File: src/rtl/ps2_device_tx.sv
// PS/2 device-side transmitter: queues scan-code bytes in a 4-deep FIFO and
// shifts each out as an 11-bit frame, backing off when the host inhibits the clock.
module ps2_device_tx #(
  parameter int HALF_PERIOD = 5,
  parameter int GAP_CYCLES  = 20
) (
  input  logic       clk,
  input  logic       rst_n,
  input  logic [7:0] din,
  input  logic       din_valid,
  output logic       din_ready,
  input  logic       ps2_clk_in,
  output logic       ps2_clk,
  output logic       ps2_data,
  output logic       busy,
  output logic       frame_done,
  output logic       frame_abort
);

  localparam int CNT_MAX = (GAP_CYCLES > HALF_PERIOD) ? GAP_CYCLES : HALF_PERIOD;
  localparam int CW      = $clog2(CNT_MAX + 1);
  localparam logic [CW-1:0] HP_LOAD  = CW'(HALF_PERIOD - 1);
  localparam logic [CW-1:0] GAP_LOAD = CW'(GAP_CYCLES - 1);

  typedef enum logic [1:0] {IDLE, HIGH, LOW, GAP} state_t;

  state_t          state_q, state_d;
  logic [CW-1:0]   cnt_q, cnt_d;
  logic [10:0]     frame_q, frame_d;
  logic [3:0]      bit_cnt_q, bit_cnt_d;
  logic            done_q, done_d;
  logic            abort_q, abort_d;
  logic [1:0]      sync_q, sync_d;
  logic [1:0]      wr_ptr_q, wr_ptr_d;
  logic [1:0]      rd_ptr_q, rd_ptr_d;
  logic [2:0]      count_q, count_d;
  logic [7:0]      mem_q [4];

  logic       inh_n;
  logic       full;
  logic       empty;
  logic       push;
  logic       pop;
  logic [7:0] head;

  assign inh_n = sync_q[1];
  assign full  = (count_q == 3'd4);
  assign empty = (count_q == 3'd0);
  assign push  = din_valid && !full;
  assign head  = mem_q[rd_ptr_q];

  // Storage needs no reset: the pointers and count define what is valid.
  always_ff @(posedge clk) begin
    if (push) mem_q[wr_ptr_q] <= din;
  end

  always_comb begin
    sync_d   = {sync_q[0], ps2_clk_in};
    wr_ptr_d = wr_ptr_q + 2'(push);
    rd_ptr_d = rd_ptr_q + 2'(pop);
    count_d  = count_q + 3'(push) - 3'(pop);
  end

  always_comb begin
    state_d   = state_q;
    cnt_d     = cnt_q;
    frame_d   = frame_q;
    bit_cnt_d = bit_cnt_q;
    done_d    = 1'b0;
    abort_d   = 1'b0;
    pop       = 1'b0;
    case (state_q)
      IDLE: begin
        if (!empty && inh_n) begin
          state_d   = HIGH;
          cnt_d     = HP_LOAD;
          frame_d   = {1'b1, ~^head, head, 1'b0};
          bit_cnt_d = 4'd0;
        end
      end
      HIGH: begin
        // A low sensed clock while we release it high means the host is inhibiting.
        if (!inh_n) begin
          state_d = GAP;
          cnt_d   = GAP_LOAD;
          abort_d = 1'b1;
        end else if (cnt_q == '0) begin
          state_d = LOW;
          cnt_d   = HP_LOAD;
        end else begin
          cnt_d = cnt_q - 1'b1;
        end
      end
      LOW: begin
        if (cnt_q == '0) begin
          if (bit_cnt_q < 4'd10) begin
            state_d   = HIGH;
            cnt_d     = HP_LOAD;
            frame_d   = {1'b1, frame_q[10:1]};
            bit_cnt_d = bit_cnt_q + 4'd1;
          end else begin
            state_d = GAP;
            cnt_d   = GAP_LOAD;
            done_d  = 1'b1;
            pop     = 1'b1;
          end
        end else begin
          cnt_d = cnt_q - 1'b1;
        end
      end
      GAP: begin
        if (cnt_q == '0) state_d = IDLE;
        else             cnt_d   = cnt_q - 1'b1;
      end
      default: state_d = IDLE;
    endcase
  end

  always_ff @(posedge clk or negedge rst_n) begin
    if (!rst_n) begin
      state_q   <= IDLE;
      cnt_q     <= '0;
      frame_q   <= '1;
      bit_cnt_q <= '0;
      done_q    <= 1'b0;
      abort_q   <= 1'b0;
      sync_q    <= 2'b11;
      wr_ptr_q  <= '0;
      rd_ptr_q  <= '0;
      count_q   <= '0;
    end else begin
      state_q   <= state_d;
      cnt_q     <= cnt_d;
      frame_q   <= frame_d;
      bit_cnt_q <= bit_cnt_d;
      done_q    <= done_d;
      abort_q   <= abort_d;
      sync_q    <= sync_d;
      wr_ptr_q  <= wr_ptr_d;
      rd_ptr_q  <= rd_ptr_d;
      count_q   <= count_d;
    end
  end

  assign din_ready   = !full;
  assign ps2_clk     = (state_q != LOW);
  assign ps2_data    = (state_q == HIGH || state_q == LOW) ? frame_q[0] : 1'b1;
  assign busy        = (state_q != IDLE);
  assign frame_done  = done_q;
  assign frame_abort = abort_q;

endmodule

File: config.mk
export PLATFORM = sky130hd
export DESIGN_NAME = ps2_device_tx
export DESIGN_NICKNAME = d
export VERILOG_FILES = /design/src/rtl/ps2_device_tx.sv
export SDC_FILE = /design/constraint.sdc
export NUM_CORES = 1
export LEC_CHECK = 0
export BUFFER_PORTS_ARGS = -buffer_cell sky130_fd_sc_hd__buf_2
export CAP_MARGIN = 20
export CORE_ASPECT_RATIO = 1.75
export CORE_MARGIN = 2
export CORE_UTILIZATION = 43
export CTS_CLUSTER_DIAMETER = 80
export DETAILED_ROUTE_END_ITERATION = 12
export SLEW_MARGIN = 20
export SYNTH_ARGS = -nofsm -noshare
export SYNTH_HDL_FRONTEND = slang
export SYNTH_SLANG_ARGS = --single-unit
File: constraint.sdc
create_clock -name clk -period 7.43 [get_ports clk]
set_clock_uncertainty 0.05 [all_clocks]
set_input_delay 0.743 -clock clk [delete_from_list [all_inputs] [get_ports clk]]
set_output_delay 0.743 -clock clk [all_outputs]
set_load 0.05 [all_outputs]
Yosys cells after proc, flatten, opt, wreduce, memory -nomap -nowiden
Memory sizes are Yosys's and may differ from the RTL's.
Index checks and enable logic that the tools add are counted.
{"block": "word_totals", "regBits": 33, "ram_bits": 32, "inputBits": 12, "output_inout_bits": 6, "word_cells": 73, "memories": 1}
{"name": "mem_q", "words": 4, "word_bits": 8, "read_ports": 1, "rd_ports_with_merged_regs": 0, "write_ports": 1, "line_no": "37", "rtl": "logic [7:0] mem_q [4];"}
{"block": "classes", "add_sub_neg": 6, "order_cmp": 1, "n_eq_ne": 11, "mux": 30, "reduce_logical": 14}
{"operator": "2-to-1 mux 11 bit", "n": 3}
{"operator": "2-to-1 mux 5 bit", "n": 6}
{"operator": "case mux 11 bit (2 select lines)", "n": 1}
{"operator": "case mux 5 bit (4 select lines)", "n": 1}
{"operator": "2-to-1 mux 2 bit", "n": 6}
{"operator": "2-to-1 mux 4 bit", "n": 3}
{"operator": "!= test 2 bit, second input constant", "n": 6}
{"operator": "2-to-1 mux 1 bit", "n": 8}
{"operator": "case mux 2 bit (4 select lines)", "n": 1}
{"operator": "case mux 4 bit (2 select lines)", "n": 1}
{"operator": "AND reduction 4 bit", "n": 2}
{"operator": "XNOR reduction 8 bit", "n": 1}
{"operator": "logical NOT 5 bit", "n": 1}
{"operator": "subtractor 5 x 1 -> 5 bit, second input constant", "n": 1}
{"operator": "adder 2 x 1 -> 2 bit", "n": 2}
{"operator": "adder 4 x 1 -> 4 bit, second input constant", "n": 1}
{"operator": "== test 2 bit, second input constant", "n": 2}
{"operator": "< comparator 4 bit, second input constant", "n": 1}
{"operator": "nonzero test 2 bit", "n": 2}
{"operator": "adder 3 x 1 -> 3 bit", "n": 1}
{"operator": "== test 3 bit, second input constant", "n": 1}
{"operator": "logical NOT 3 bit", "n": 1}
{"operator": "!= test 3 bit, second input constant", "n": 1}
{"operator": "subtractor 3 x 1 -> 3 bit", "n": 1}
{"operator": "6 further kinds", "n": 8}

Logic depth before layout (Yosys ltp)
Gate-level depths: netlist of the first run.
{"block": "logic_depth", "word_depth": 5, "mapped_depth": 10, "mapped_depth_nobuf": 9}

Least setup slack after synthesis of the first run
OpenSTA, ideal clock, no wires.
{"block": "synth_path", "path_kind": "reg-to-output", "startpoint": "register state_q[0]", "endpoint": "output ps2_clk", "arrival_time_ps": 1785, "t_required_ps": 6637, "path_slack_ps": 4852, "stages_incl_launch_ff": 6, "n_path_buf": 2, "cell_sequence": "dfrtp_1 -> inv_1 -> ha_1 -> clkbuf_1 -> inv_1 -> clkbuf_1"}
{"block": "synth_between", "elab_chain_cells": 1}
{"element": "from (decl)", "line_no": "27", "rtl": "state_t state_q, state_d;"}
{"element": "from (signal assigned)", "line_no": "132", "rtl": "state_q <= state_d;"}
{"element": "!= test 2 bit", "line_no": "146", "rtl": "assign ps2_clk = (state_q != LOW);"}
{"element": "to (decl)", "line_no": "13", "rtl": "output logic ps2_clk,"}
No other way between the ends.

Worst setup path after layout of the first run
Same ends and word-level chain as after synthesis.

==> reports/results.tsv, run 1 <==
stage	metric	value	unit
outcome	run status	finished, final reports clean	
synthesis	syn avg cell area	14.0	sq um
synthesis	Syn Inst Count	204	
setup_path	start-to-end type of the worst setup path	flop to output pin	
global_route	wire length of the first global-routing pass	8050	microns
final_layout	share of cells above drive strength 1	23.6	%
synthesis	commonest cells in the netlist	sky130_fd_sc_hd__edfxtp_1, sky130_fd_sc_hd__nand2_1, sky130_fd_sc_hd__dfrtp_1	
setup_path	endpoint class of the critical path	output pin	
cts	cts hold-fix bufs	0	
place	# port buffers	17	
route	mean routed wirelength per cell	15.3	microns
setup_path	type of origin of the critical path	flop	
final_layout	n_diodes	0	
final_layout	growth of design area from synthesis to finish	17.3	%
power_and_ir_drop	proportion of power drawn by flip-flops and latches	37.7	%
synthesis	Synth Flop Type	sky130_fd_sc_hd__edfxtp_1	
job	total of max-cap violations	0	
route	aggregate routed wire length	4820	microns
synthesis	register bit total from synthesis	64	
power_and_ir_drop	switching power share of the total	34.0	%
timing	Max Slew Vio Count	0	
synthesis	most common cell in the synthesized netlist	sky130_fd_sc_hd__edfxtp_1	
cts	cts repair resizes	0	
synthesis	Synth area leader	sky130_fd_sc_hd__edfxtp_1	
cts	TritonCTS clock tree	yes	
synthesis	number of nets produced by synthesis	225	
power_and_ir_drop	total power divided by cell area	440	nW/um^2
final_layout	number of fill cells	558	
global_route	GR Util All Layers	15.2	%
timing	achievable clock frequency	350	MHz
power_and_ir_drop	clock share of power	30.2	%
final_layout	post-layout util	51.7	%
hold_path	hold crit path type	flop to flop	
route	Vias per Instance	5.22	
cts	largest buffer count on any clock path	2	
cts	H-tree Lvls	3	
timing	share of the cycle needed by the critical path after routing	38.5	%
global_route	via count of the first global-routing pass	1619	
route	first-pass detailed-route iteration total	4	
synthesis	Synth cell types	42	
route	DRC Markers	0	
route	initial drt markers	96	
synthesis	proportion of synthesized flip-flops having asynchronous set or reset	50.0	%
synthesis	Post-Synthesis Cell Area	2860	sq um
setup_path	required time at the endpoint of the critical path	6.64	ns
synthesis	number of enable flip-flop cells after synthesis	32	
die	starting density of the core	44.1	%
die	chip height	112	microns
setup_path	maximum fanout encountered on the critical timing path	12	
route	number of nets still failing antenna checks after routing	0	
timing	setup TNS after final layout	0	ns
place	Detailed Place HPWL	3380	microns
power_and_ir_drop	leakage power	1.35	nW
die	number of top-level design ports	18	
power_and_ir_drop	relative contribution of combinational cells to total power	32.2	%
setup_path	arrival time of data at the critical path endpoint	2.07	ns
final_layout	finished layout cell area	3350	sq um
timing	final setup violation count	0	
power_and_ir_drop	total net switching power	0.000501	W
global_route	largest net degree at the start of global routing	33	
cts	Clock Latency Late Sink	0.33	ns
timing	Worst Max-Slew Pin Slew	0.755	ns
die	x dimension of the die	65.6	microns
synthesis	proportion of netlist area held by the largest area contributor	33.6	%
place	routability congestion estimate from global placement	0.808	
timing	unrepaired setup endpoints after global routing	false	
timing	final count of hold timing violations	0	
timing	fin crit period	2.86	ns
cts	number of buffers inserted by post-CTS setup repair	0	
power_and_ir_drop	largest voltage drop on the vdd net	0.000264	V
cts	Clock transition at path regs	0.05	ns
die	area of the die	7340	sq um
synthesis	synth top area cells	sky130_fd_sc_hd__edfxtp_1, sky130_fd_sc_hd__dfrtp_1, sky130_fd_sc_hd__dfstp_2	
die	Core Rows	39	
global_route	Congestion Overflow GR	0	
power_and_ir_drop	Cell Int Power	0.000974	W
place	Placed Area	3030	sq um
cts	master cell of the clock root buffer	sky130_fd_sc_hd__clkbuf_16	
route	number of vias after detailed routing	1644	
die	core area	6490	sq um
cts	number of clock sinks	64	
synthesis	total of warnings raised by yosys	0	
final_layout	# nets final	249	
global_route	initial antenna violation count	0	
cts	number of buffers inserted during clock tree synthesis	9	
timing	relative max-transition margin	49.0	%
synthesis	part of the Yosys area used for sequential elements	62.1	%
[area by class of cell]
| class | instances | area [sq um] | share of cell area (%) |
|---|---|---|---|
| Clock buffer | 9 | 225 | 6.72 |
| Inverter | 8 | 30.0 | 0.896 |
| Multi-Input combinational cell | 125 | 1010 | 30.3 |
| Sequential cell | 64 | 1780 | 53.0 |
| Clock inverter | 7 | 96.3 | 2.87 |
| Tap cell | 82 | 103 | 3.06 |
| Timing Repair Buffer | 20 | 108 | 3.21 |
[stage by stage]
step,worst slack (ns),instances,total power (W),hold WS (ns)
detailed placement,4.68,299,0.00104,0.303
global placement,4.77,299,0.00103,0.296
global route,4.42,315,0.00157,0.312
CTS,4.55,315,0.00149,0.310
floorplan,4.85,204,0.000928,0.295
finish,4.57,315,0.00147,0.309
[sequential cells by signal, indices dropped and copies added (netlist names)]
signal       count
bit_cnt_q        4
cnt_q            5
count_q          3
frame_abort      1
frame_done       1
frame_q         10
mem_q           32
rd_ptr_q         2
state_q          2
sync_q           2
wr_ptr_q         2
[worst max-delay path, stage by stage (launching register included)]
cell	delay, ns
sky130_fd_sc_hd__dfrtp_1	0.42
sky130_fd_sc_hd__inv_1	0.11
sky130_fd_sc_hd__ha_1	0.37
sky130_fd_sc_hd__inv_1	0.47
sky130_fd_sc_hd__buf_2	0.36
[cell families (layout without fill, tap and decap cells)]
kind of cell             count (synthesis)  count (layout)  share of synthesized area (%)
flip-flops                              64              64                           62.1
AND/OR/NAND/NOR                         49              49                           8.10
AO/OA/AOI/OAI                           35              35                           7.83
multiplexers                            18              18                           11.1
buffers and inverters                   15              44                           2.36
XOR/XNOR                                14              14                           4.29
adder cells (fa/ha/maj)                  9               9                           4.20
[worst paths after layout]
kind,depth (start not counted),from,slack [ns],to
max in group asynchronous,1,rst_n,6.46,bit_cnt_q[1]
worst min register to register,0,sync_q[0],0.31,sync_q[1]
worst max-delay path,4,state_q[0],4.57,ps2_clk
worst max register to register,9,state_q[0],4.70,count_q[2]
min in group asynchronous,1,rst_n,0.41,cnt_q[3]
worst min-delay path,0,sync_q[0],0.31,sync_q[1]
[routing by layer]
layer | up-vias | track usage [%] | wire length [microns]
met5 | - | 0 | 0
met4 | 0 | 8.89 | 156
met3 | 11 | 5.56 | 190
met2 | 29 | 24.8 | 2610
met1 | 803 | 16.4 | 1870
li1 | 801 | - | -
[power groups by stage]
stage	Combinational, W	Sequential, W	Clock [W]
after global routing	0.000533	0.000569	0.000471
final	0.000475	0.000555	0.000445
after global placement	0.000474	0.000557	0
after floorplan	0.000379	0.000549	0
after detailed placement	0.000480	0.000562	0
after CTS	0.000482	0.000556	0.000455
[layout by cell type (no fill, tap or decap), drive strengths merged, types with 2 or more instances in the layout]
master | Yosys | routed
a31oi | 2 | 2
xor2 | 3 | 3
a22oi | 2 | 2
edfxtp | 32 | 32
inv | 8 | 8
nor3 | 2 | 2
mux4 | 8 | 8
clkbuf | 5 | 9
o31ai | 2 | 2
mux2i | 9 | 9
nand2 | 21 | 21
xnor2 | 11 | 11
a22o | 2 | 2
nor2 | 14 | 14
dfstp | 12 | 12
nor3b | 2 | 2
nand3 | 4 | 4
dfrtp | 20 | 20
o22a | 3 | 3
o21ai | 15 | 15
bufinv | 0 | 2
a21oi | 4 | 4
clkinv | 0 | 2
ha | 8 | 8
clkinvlp | 0 | 3
buf | 2 | 20
Power figures use the tool's default switching activity.
==> inputs of run 2 (changes only) <==
- clock period: 7.43 -> 2.35 ns (I/O delays scaled with it)
==> reports/results.tsv, run 2 (synthesized netlist as in run 1, its figures left out) <==
stage	metric	value	unit	change
cts	TritonCTS clock tree	yes		
setup_path	CP max stage delay	0.48	ns	about the same
final_layout	storage element area	1780	sq um	unchanged
setup_path	arrival time of data at the critical path endpoint	2.46	ns	+0.39 ns
global_route	largest net degree at the start of global routing	33		unchanged
route	number of vias after detailed routing	1696		+3.2%
outcome	run status	finished, final reports clean		
final_layout	# nets final	265		+6.4%
die	Core Rows	39		unchanged
final_layout	number of fill cells	570		+2.2%
global_route	wire length of the first global-routing pass	8520	microns	+5.8%
hold_path	number of cells on the worst hold path	1		+1
place	routability congestion estimate from global placement	0.851		+5.2%
timing	Worst Max-Slew Pin Slew	0.685	ns	-0.0696 ns
cts	number of buffers inserted during clock tree synthesis	9		unchanged
power_and_ir_drop	clock share of power	25.5	%	-4.7 points
final_layout	Reg with most FFs	mem_q		
final_layout	largest registers ranked by flip-flop count	mem_q: 32 flops, frame_q: 10 flops, cnt_q: 5 flops		
cts	H-tree Lvls	3		unchanged
setup_path	cell with the largest stage delay on the worst path	sky130_fd_sc_hd__or4b_4		
cts	Clock Latency Late Sink	0.33	ns	about the same
power_and_ir_drop	total net switching power	0.00164	W	+230%
setup_path	R2R cell count	9		unchanged
place	placement-stage worst setup slack	0.0328	ns	-4.64 ns
timing	achievable clock frequency	434	MHz	
power_and_ir_drop	leakage power	1.41	nW	+4.9%
cts	number of clock sinks	64		unchanged
final_layout	most common library cell in the layout ignoring fill and taps	sky130_fd_sc_hd__edfxtp_1		
route	number of nets still failing antenna checks after routing	0		unchanged
die	starting density of the core	44.1	%	unchanged
cts	master cell of the clock root buffer	sky130_fd_sc_hd__clkbuf_16		
timing	Max Slew Vio Count	0		unchanged
final_layout	post-route insts no fill	331		+5.1%
setup_path	required time at the endpoint of the critical path	2.51	ns	-4.13 ns
timing	setup TNS after final layout	0	ns	unchanged
power_and_ir_drop	total power divided by cell area	1340	nW/um^2	+200%
final_layout	share of cells above drive strength 1	30.5	%	+6.9 points
route	Vias per Instance	5.12		-1.8%
final_layout	number of flip-flops in the largest register	32		unchanged
power_and_ir_drop	proportion of power drawn by flip-flops and latches	37.9	%	+0.2 points
timing	final setup violation count	0		unchanged
die	area of the die	7340	sq um	unchanged
route	mean routed wirelength per cell	15.1	microns	-1.0%
global_route	via count of the first global-routing pass	1792		+11%
timing	unrepaired setup endpoints after global routing	true		
die	core area	6490	sq um	unchanged
route	DRC Markers	0		unchanged
hold_path	hold-critical path endpoint	mem_q[2][3]		
place	count of placed standard cells including taps	309		+3.3%
route	aggregate routed wire length	5010	microns	+4.0%
hold_path	Hold Path Origin	din[3]		
timing	relative max-transition margin	54.3	%	+5.3 points
final_layout	most frequent cells in the layout	sky130_fd_sc_hd__edfxtp_1, sky130_fd_sc_hd__nand2_1, sky130_fd_sc_hd__dfrtp_1, sky130_fd_sc_hd__buf_2, sky130_fd_sc_hd__buf_4		
setup_path	maximum fanout encountered on the critical timing path	3		-9
setup_path	cell chain of the critical path	inv_1 -> ha_2 -> or4b_4 -> nor2_4 -> xnor2_2 -> ha_2 -> fa_2 -> xnor2_2 -> xnor2_1		
global_route	initial antenna violation count	0		unchanged
cts	largest buffer count on any clock path	2		unchanged
job	total of max-cap violations	0		unchanged
final_layout	n_diodes	0		unchanged
timing	fin crit period	2.30	ns	
cts	Clock transition at path regs	0.05	ns	about the same
timing	final count of hold timing violations	0		unchanged
power_and_ir_drop	Power, Total	0.00463	W	+210%
die	number of top-level design ports	18		unchanged
setup_path	start-to-end type of the worst setup path	flop to flop		
power_and_ir_drop	switching power share of the total	35.3	%	+1.3 points
global_route	Congestion Overflow GR	0		unchanged
setup_path	RR Endpoint	count_q[2]		
die	x dimension of the die	65.6	microns	unchanged
final_layout	area of combinational cells with multiple inputs	1040	sq um	+3.0%
power_and_ir_drop	largest voltage drop on the vdd net	0.000760	V	+190%
setup_path	type of origin of the critical path	flop		
route	first-pass detailed-route iteration total	4		unchanged
setup_path	source of the worst register-to-register timing path	cnt_q[0]		
hold_path	hold crit path type	primary input to flop		
route	initial drt markers	76		-21%
final_layout	growth of design area from synthesis to finish	21.0	%	
global_route	GR Util All Layers	16.1	%	+0.90 points
power_and_ir_drop	relative contribution of combinational cells to total power	36.6	%	+4.4 points
timing	min setup slack post-route	0.0484	ns	-4.52 ns
place	# port buffers	17		unchanged
setup_path	endpoint class of the critical path	flop		
place	Detailed Place HPWL	3590	microns	+6.3%
die	chip height	112	microns	unchanged
power_and_ir_drop	Cell Int Power	0.00299	W	+210%
setup_path	flop2flop setup slack	0.05	ns	-4.65 ns
timing	share of the cycle needed by the critical path after routing	97.9	%	
[run 2: stage by stage]
stage / area, sq um / util (%) / hold slack (ns)
floorplan: 2870 / - / -0.111
global placement: 3120 / 48.0 / 0.287
detailed placement: 3120 / 48.0 / 0.274
CTS: 3410 / 52.5 / 0.0594
global route: 3460 / 53.3 / 0.0652
finish: 3460 / 53.3 / 0.0687
[run 2: final cells by class]
type / count / share of cell area (%)
Tap cell: 82 / 2.97
Timing Repair Buffer: 36 / 6.73
Sequential cell: 64 / 51.4
Clock inverter: 7 / 1.37
Multi-Input combinational cell: 125 / 30.2
Clock buffer: 9 / 6.51
Inverter: 8 / 0.868
[run 2: power groups by stage]
stage          Combinational [W]  Clock (W)  Sequential, W
2_1_floorplan            0.00121          0        0.00174
3_3_place_gp             0.00162          0        0.00176
3_5_place_dp             0.00165          0        0.00178
4_1_cts                  0.00167    0.00121        0.00176
5_1_grt                  0.00192    0.00126        0.00180
6_report                 0.00170    0.00118        0.00175
[run 2: per-layer routing]
| layer | vias to the layer above | global-route usage [%] | wire (microns) |
|---|---|---|---|
| li1 | 829 | - | - |
| met1 | 832 | 16.7 | 1860 |
| met2 | 25 | 27.9 | 2840 |
| met3 | 10 | 5.05 | 169 |
| met4 | 0 | 8.75 | 141 |
| met5 | - | 0 | 0 |
[run 2: what timing repair did]
| action | CTS | global route |
|---|---|---|
| endpoints found under the setup margin | 0 | 1 |
| gates resized for setup | 0 | 4 |
| buffers inserted | 0 | 4 |
| hold endpoints to repair | 21 | 0 |
| hold buffers | 2 | 0 |
[run 2: worst max-delay path by stage]
stage | from | end | cells past startpoint
2_1_floorplan | cnt_q[0] | count_q[2] | 9
3_3_place_gp | cnt_q[0] | count_q[2] | 9
3_5_place_dp | cnt_q[0] | count_q[2] | 9
4_1_cts | cnt_q[0] | count_q[2] | 9
5_1_grt | cnt_q[1] | count_q[2] | 9
6_report | cnt_q[0] | count_q[2] | 9
[run 2: worst max-delay path, delay by kind of cell, from the launching register on]
kind,cells,cell delay [ns]
DFF,1,0.39
and+or+nand+nor,2,0.65
adders and majority gates,3,0.69
buffers and inverters,1,0.06
xor gates and xnor gates,3,0.34
